<file path="config.mk">
export PLATFORM = sky130hd
export DESIGN_NAME = matriz_varredura
export DESIGN_NICKNAME = d
export VERILOG_FILES = /design/src/rtl/matriz_varredura_pkg.sv /design/src/rtl/matriz_varredura_contador.sv /design/src/rtl/matriz_varredura.sv
export SDC_FILE = /design/constraint.sdc
export NUM_CORES = 1
export LEC_CHECK = 0
export CAP_MARGIN = 15
export CORE_MARGIN = 4
export CORE_UTILIZATION = 50
export DETAILED_ROUTE_END_ITERATION = 10
export PLACE_DENSITY = 0.8
export SETUP_SLACK_MARGIN = 0.05
export SYNTH_ARGS = -nofsm -noshare
export SYNTH_HDL_FRONTEND = slang
export SYNTH_SLANG_ARGS = --single-unit
</file>
<file path="constraint.sdc">
create_clock -name clk -period 3.3 [get_ports clk]
set_input_delay 0.495 -clock clk [delete_from_list [all_inputs] [get_ports clk]]
set_output_delay 0.495 -clock clk [all_outputs]
set_load 0.05 [all_outputs]
</file>
<file path="src/rtl/matriz_varredura_pkg.sv">
// Shared constants, types and pixel helper for the 5x7 LED matrix scanner.
package matriz_varredura_pkg;

   localparam int unsigned N_COLUNAS = 5;
   localparam int unsigned N_LINHAS  = 7;
   localparam int unsigned N_PIXELS  = N_COLUNAS * N_LINHAS;
   localparam int unsigned CW_COL    = 3;
   localparam int unsigned IW_PIXEL  = $clog2(N_PIXELS);

   typedef logic [N_PIXELS-1:0]  quadro_t;
   typedef logic [N_LINHAS-1:0]  linha_t;
   typedef logic [N_COLUNAS-1:0] coluna_t;
   typedef logic [CW_COL-1:0]    indice_col_t;

   localparam linha_t      LINHA_APAGADA  = 7'h7F;
   localparam coluna_t     COLUNA_NENHUMA = 5'b00000;
   localparam quadro_t     QUADRO_APAGADO = '1;
   localparam indice_col_t ULTIMA_COLUNA  = 3'd4;

   // Row data (active-low) of one column of a row-major frame.
   function automatic linha_t extrai_coluna(input quadro_t q, input indice_col_t c);
      linha_t l;
      l = LINHA_APAGADA;
      for (int r = 0; r < int'(N_LINHAS); r++) begin
         l[r] = q[IW_PIXEL'(r * int'(N_COLUNAS) + int'(c))];
      end
      return l;
   endfunction

endpackage

</file>
<file path="src/rtl/matriz_varredura_contador.sv">
// Dwell prescaler plus column counter; flags the last cycle of column 4.
module contador_varredura
   import matriz_varredura_pkg::*;
#(
   parameter  int unsigned DIV_VARREDURA = 50000,
   localparam int unsigned CW            = $clog2(DIV_VARREDURA)
) (
   input  logic              clk,
   input  logic              reset,
   output logic [CW-1:0]     cnt,
   output indice_col_t       col,
   output logic              fronteira_c
);

   logic fim_dwell_c;

   assign fim_dwell_c = (cnt == CW'(DIV_VARREDURA - 1));
   assign fronteira_c = fim_dwell_c && (col == ULTIMA_COLUNA);

   always_ff @(posedge clk) begin
      if (reset) begin
         cnt <= '0;
         col <= '0;
      end else if (fim_dwell_c) begin
         cnt <= '0;
         col <= (col == ULTIMA_COLUNA) ? '0 : col + indice_col_t'(1);
      end else begin
         cnt <= cnt + CW'(1);
      end
   end

endmodule

</file>
<file path="src/rtl/matriz_varredura.sv">
// 5x7 LED matrix column scanner with double-buffered frame, committed only at frame wrap.
module matriz_varredura
   import matriz_varredura_pkg::*;
#(
   parameter int unsigned DIV_VARREDURA = 50000,
   parameter int unsigned TEMPO_APAGADO = 1
) (
   input  logic                 clk,
   input  logic                 reset,
   input  logic [N_PIXELS-1:0]  quadro,
   input  logic                 carregar,
   output logic [N_COLUNAS-1:0] colunas,
   output logic [N_LINHAS-1:0]  linhas,
   output logic                 pendente,
   output logic                 fim_quadro
);

   localparam int unsigned CW = $clog2(DIV_VARREDURA);

   logic [CW-1:0] cnt;
   indice_col_t   col;
   logic          fronteira_c;
   logic          apagado_c;
   quadro_t       sombra;
   quadro_t       ativo;

   contador_varredura #(
      .DIV_VARREDURA (DIV_VARREDURA)
   ) u_contador (
      .clk         (clk),
      .reset       (reset),
      .cnt         (cnt),
      .col         (col),
      .fronteira_c (fronteira_c)
   );

   // Shadow capture and boundary commit; a load on the boundary keeps the new frame pending.
   always_ff @(posedge clk) begin
      if (reset) begin
         sombra     <= QUADRO_APAGADO;
         ativo      <= QUADRO_APAGADO;
         pendente   <= 1'b0;
         fim_quadro <= 1'b0;
      end else begin
         fim_quadro <= fronteira_c;
         if (fronteira_c && pendente) begin
            ativo <= sombra;
         end
         if (carregar) begin
            sombra   <= quadro;
            pendente <= 1'b1;
         end else if (fronteira_c) begin
            pendente <= 1'b0;
         end
      end
   end

   assign apagado_c = (32'(cnt) + 32'd1 <= TEMPO_APAGADO);

   // Pins decoded from registered state only.
   always_comb begin
      colunas = COLUNA_NENHUMA;
      linhas  = LINHA_APAGADA;
      if (!apagado_c) begin
         colunas = coluna_t'(1) << col;
         linhas  = extrai_coluna(ativo, col);
      end
   end

endmodule

</file>
# Word level (Yosys, flattened, before mapping)
# Cells that the tools add are included.
# totals
regBits	91
inputBits	38
output_inout_bits	14
word_cells	55
# op_classes
addsub	9
magnitude_cmp	8
eq_ne	2
shifts	1
mux	25
reduce_logical	4
# ops
cell	count
$bmux W1 S6	6
$lt A6 B8 Y1 const B	3
$add A5 B3 Y6 const A	3
$add A16 B1 Y17 const B	1
$le A17 B1 Y1 const B	1
$add A16 B1 Y16 const B	1
$eq A16 B16 Y1 const B	1
$mux W1	15
$lt A5 B7 Y1 const B	2
$add A4 B3 Y5 const A	2
$lt A3 B7 Y1 const B	1
$lt A4 B7 Y1 const B	1
$mux W7	1
$mux W5	1
$shl A1 B3 Y5 const A	1
$add A3 B3 Y4 const A	1
$add A3 B1 Y3 const B	1
$bmux W1 S3	1
$eq A3 B3 Y1 const B	1
$mux W3	1
$logic_and A1 B1 Y1	2
$reduce_bool A2 Y1	1
$reduce_or A2 Y1	1

# Depth between registers and ports, before layout
# logic_depth
depth_word	5
ltp_mapped	13

# Cells and area by module
# Synthesis repeated with hierarchy kept, for this count alone.
# hier_totals
cells_unflattened	482
hier_area_um2	4784.6
# by_module_without_submodules
mod	n_inst	cells_each	area_per_inst_um2	seq_area_each_um2
matriz_varredura	1	385	3920.0	1441.4
contador_varredura	1	97	864.6	380.4

# Worst setup path before layout
# No wires, ideal clock.
# synth_path
path_kind	reg-to-output
startpoint	register u_contador.col[0]
endpoint	output port linhas[3]
arrival_ps	3400
path_slack_ps	-595
path_stages_with_launch	14
cell_sequence	dfxtp_1 -> buf_2 -> buf_2 -> buf_2 -> buf_2 -> inv_1 -> ha_1 -> clkbuf_1 -> mux4_2 -> nor2b_1 -> a211oi_1 -> a21oi_1 -> nand3_1 -> nand3_1
# synth_between
elab_chain_len	5
# synth_rtl
element	line	source
start: declaration	matriz_varredura_contador.sv:11	output indice_col_t col,
start signal: assignment	matriz_varredura_contador.sv:26	col <= (col == ULTIMA_COLUNA) ? '0 : col + indice_col_t'(1);
$add A4 B3 Y5	matriz_varredura_pkg.sv:25	l[r] = q[IW_PIXEL'(r * int'(N_COLUNAS) + int'(c))];
$bmux W1 S6	matriz_varredura_pkg.sv:25	
$mux W1 (not written as such) (2 in a row)	matriz_varredura_pkg.sv:25	
$mux W7	matriz_varredura.sv:64	if (!apagado_c) begin
end: declaration	matriz_varredura.sv:13	output logic [N_LINHAS-1:0] linhas,
# No other way between the ends. The select of a mux whose other input is x is not followed.

# Worst setup path in the final report
# layout_path
startpoint	register u_contador.cnt[0]
endpoint	output port colunas[1]
# layout_between
elab_chain_len	3
# layout_rtl
element	line	source
start: declaration	matriz_varredura_contador.sv:10	output logic [CW-1:0] cnt,
start signal: assignment	matriz_varredura_contador.sv:28	cnt <= cnt + CW'(1);
$add A16 B1 Y17	matriz_varredura.sv:58	assign apagado_c = (32'(cnt) + 32'd1 <= TEMPO_APAGADO);
$le A17 B1 Y1	matriz_varredura.sv:58	
$mux W5	matriz_varredura.sv:64	
end: declaration	matriz_varredura.sv:12	output logic [N_COLUNAS-1:0] colunas,
# No other way between the ends.

==> metrics.md <==
| Metric | Value |
|---|---|
| Status | `finished, violations left` |
| Failing checks | `negative setup slack` |
| Filler cell count | `773` |
| LEAKAGE | `2.22 nW` |
| RSZ-0062 raised after global routing | `true` |
| Antenna violations before repair | `0` |
| GRT met1 Usage | `26.4%` |
| Clk buf depth | `2` |
| GR Overflow Total | `0` |
| Crit path kind | `flop to output port` |
| Layout area overhead | `20.4%` |
| Die Y-Extent | `106 um` |
| Worst slew pin tran | `1.02 ns` |
| Vias in the first global route | `3572` |
| Cell with the most instances after synthesis | `nand2_1` |
| Final period util | `101%` |
| Post-route insts no fill | `681` |
| Final setup violation count | `5` |
| Slowest stage delay, CP | `0.64 ns` |
| Worst EP arrival | `2.83 ns` |
| Most used DFF post-synth | `dfxtp_1` |
| Slew headroom | `32.1%` |
| CTS tree | `yes` |
| FFs w/ async S/R, synth | `0%` |
| Share of the synthesized area in the top cell type | `38.0%` |
| Share of layout cells above drive strength 1 | `20.8%` |
| Pin count of the biggest net entering global routing | `66` |
| Synth unique cells | `43` |
| Synth Instances | `508` |
| Sequential Area | `1850 um^2` |
| Final Hold Fails | `0` |
| Std-Cell Rows | `35` |
| Crit Path Max Fanout | `7` |
| Ys Warns | `0` |
| Cells after DPL | `661` |
| CTS Buf Count | `9` |
| Routed length per instance | `15.5 um` |
| Post-synthesis sequential area ratio | `38.0%` |
| CP Launch Type | `flop` |
| Mapped Nets | `560` |
| I/O pins | `52` |
| WP data required | `2.80 ns` |
| Min-Delay Path Class | `flop to flop` |
| Vias per cell | `5.62` |
| Global Route met2 Usage | `29.1%` |
| Routed wire length | `10600 um` |
| Crit path time final | `3.33 ns` |
| Mean Syn Cell Area | `9.43 um^2` |
| Hold-fix buffers at CTS | `0` |
| Synth cell count leaders | `nand2_1, dfxtp_1, nor2b_1, nand3b_1, a211o_1` |
| Initial Util | `51.6%` |
| Number of synthesized flops with an enable pin | `0` |
| CP Cell Sequence | `ha_4 > nand3_4 > nor4_4 > mux2i_1 > o2111ai_2 > or4_4 > and3_4 > buf_8` |
| Hpwl dp | `7470 um` |
| Global-route wire length before repair | `17400 um` |
| Die X | `106 um` |
| VDD IR max | `0.294 mV` |
| Clk Latency, worst-skew pair | `0.36 ns` |
| Routability cong. | `0.869` |
| Post-route cell area | `5770 um^2` |
| Synth area leader | `dfxtp_1` |
| Slowest-stage cell, CP | `or4_4` |
| Most used routing layer | `met2` |
| Area of the multi-input gates | `2900 um^2` |
| Placed cell area | `5380 um^2` |
| Total negative slack | `-0.108 ns` |
| Via count | `3828` |
| Pwr Total | `2.04 mW` |
| MaxCap Viol Count | `0` |
| Clk slew on worst S/H paths | `0.09 ns` |
| Synth Cell Area | `4790 um^2` |
| Final Worst Setup Slack | `-0.0257 ns` |
| Met3 Use GR | `3.49%` |
| Bufs and invs on worst path | `1` |
| Pins Over Slew Limit | `0` |
| # DRC | `0` |
| Total GRT Usage | `18.9%` |
| DP Worst Slack | `0.273 ns` |
| CTS root buf | `clkbuf_8` |
| Diodes inserted | `0` |
| CTS H-tree lvls | `3` |
| Critical path's top delay family | `simple AND/OR/NAND/NOR gates` |
| Fin Clk Skew | `0.00807 ns` |
| Antenna viol nets, final | `0` |
| Final nets | `599` |
| Final Util | `62.1%` |
| Hold WS | `0.465 ns` |
| Clk sinks | `91` |
| Port Buffers | `51` |
| Largest cells by area after synthesis | `dfxtp_1, mux4_2, nand2_1` |
| Synthesized flop and latch total | `91` |
| PD cells | `354 nW/um^2` |
| Core box area | `9280 um^2` |
| Crit. End Element | `output port` |
| FMAX | `0.301 GHz` |
| Initial DRC Count | `270` |
| Die Area | `11200 um^2` |
| DR pass1 iterations | `4` |
==> repair_timing <==
action                     CTS  global route
setup buffers                1             2
setup endpoints to repair   12            12
gates resized for setup     18            35
cloned                       0             1
pin swaps                    3            11
==> path summary, 6_finish.rpt <==
path | end | startpoint | cells after the start | slack (ns)
worst min-delay path | ativo[28] | sombra[28] | 2 | 0.47
worst max-delay path | colunas[1] | u_contador.cnt[0] | 8 | -0.03
worst min register to register | ativo[28] | sombra[28] | 2 | 0.47
worst max register to register | ativo[14] | u_contador.cnt[14] | 7 | 1.36
==> report_power, final <==
group          switching (mW)  leakage, nW  internal, mW
combinational          0.0844         1.37         0.103
sequential             0.0217        0.754          1.13
clock                   0.401       0.0897         0.301
==> cells by family (layout without fill, tap and decap cells) <==
kind of cell               Yosys count  count (layout)  share of synthesized area [%]
adders and majority gates           14              14                           3.66
AOI/OAI and AO/OA                   61              61                           10.1
DFF                                 91              91                           38.0
xor gates and xnor gates            15              15                           2.74
muxes                               36              36                           14.4
and+or+nand+nor                    244             245                           26.8
buffers and inverters               47              90                           4.34
==> layout by cell type, fill, tap and decap left out, drive strengths merged, types with 9 or more instances in the layout <==
cell / synthesis / layout
mux4: 26 / 26
buf: 21 / 29
inv: 8 / 11
and3: 9 / 9
ha: 14 / 14
dfxtp: 91 / 91
nand2: 93 / 93
xnor2: 12 / 12
clkbuf: 18 / 10
clkdlybuf4s50: 0 / 37
nor2b: 38 / 38
a211o: 35 / 35
nor2: 26 / 26
nand3b: 36 / 36
nand3: 15 / 15
==> registers in the layout, summed over array words and instances, names as in the netlist <==
signal and cells:
ativo 35, sombra 35, u_contador.cnt 16, pendente 1
fim_quadro 1, u_contador.col 3
==> routing by layer <==
layer	vias up	share of wire [%]
li1	1878	-
met1	1813	45
met2	113	46
met3	24	6.4
met4	0	2.2
met5	-	0
==> worst reg2reg max path, stage by stage, from the launching register on <==
cell and delay, ns:
dfxtp_1 0.44, nand2_1 0.13, nor4_1 0.34, and3_1 0.26
and3_1 0.17, buf_4 0.33, nand2_1 0.13, nand3b_1 0.09
==> final cells by class <==
class	count	share of cell area, %
clock inverter	6	0.803
inverter	8	0.521
sequential	91	32.0
tap	129	2.80
clock buffer	10	2.39
multi-input combinational	371	50.3
timing repair buffer	66	11.1
Power figures use the tool's default switching activity.
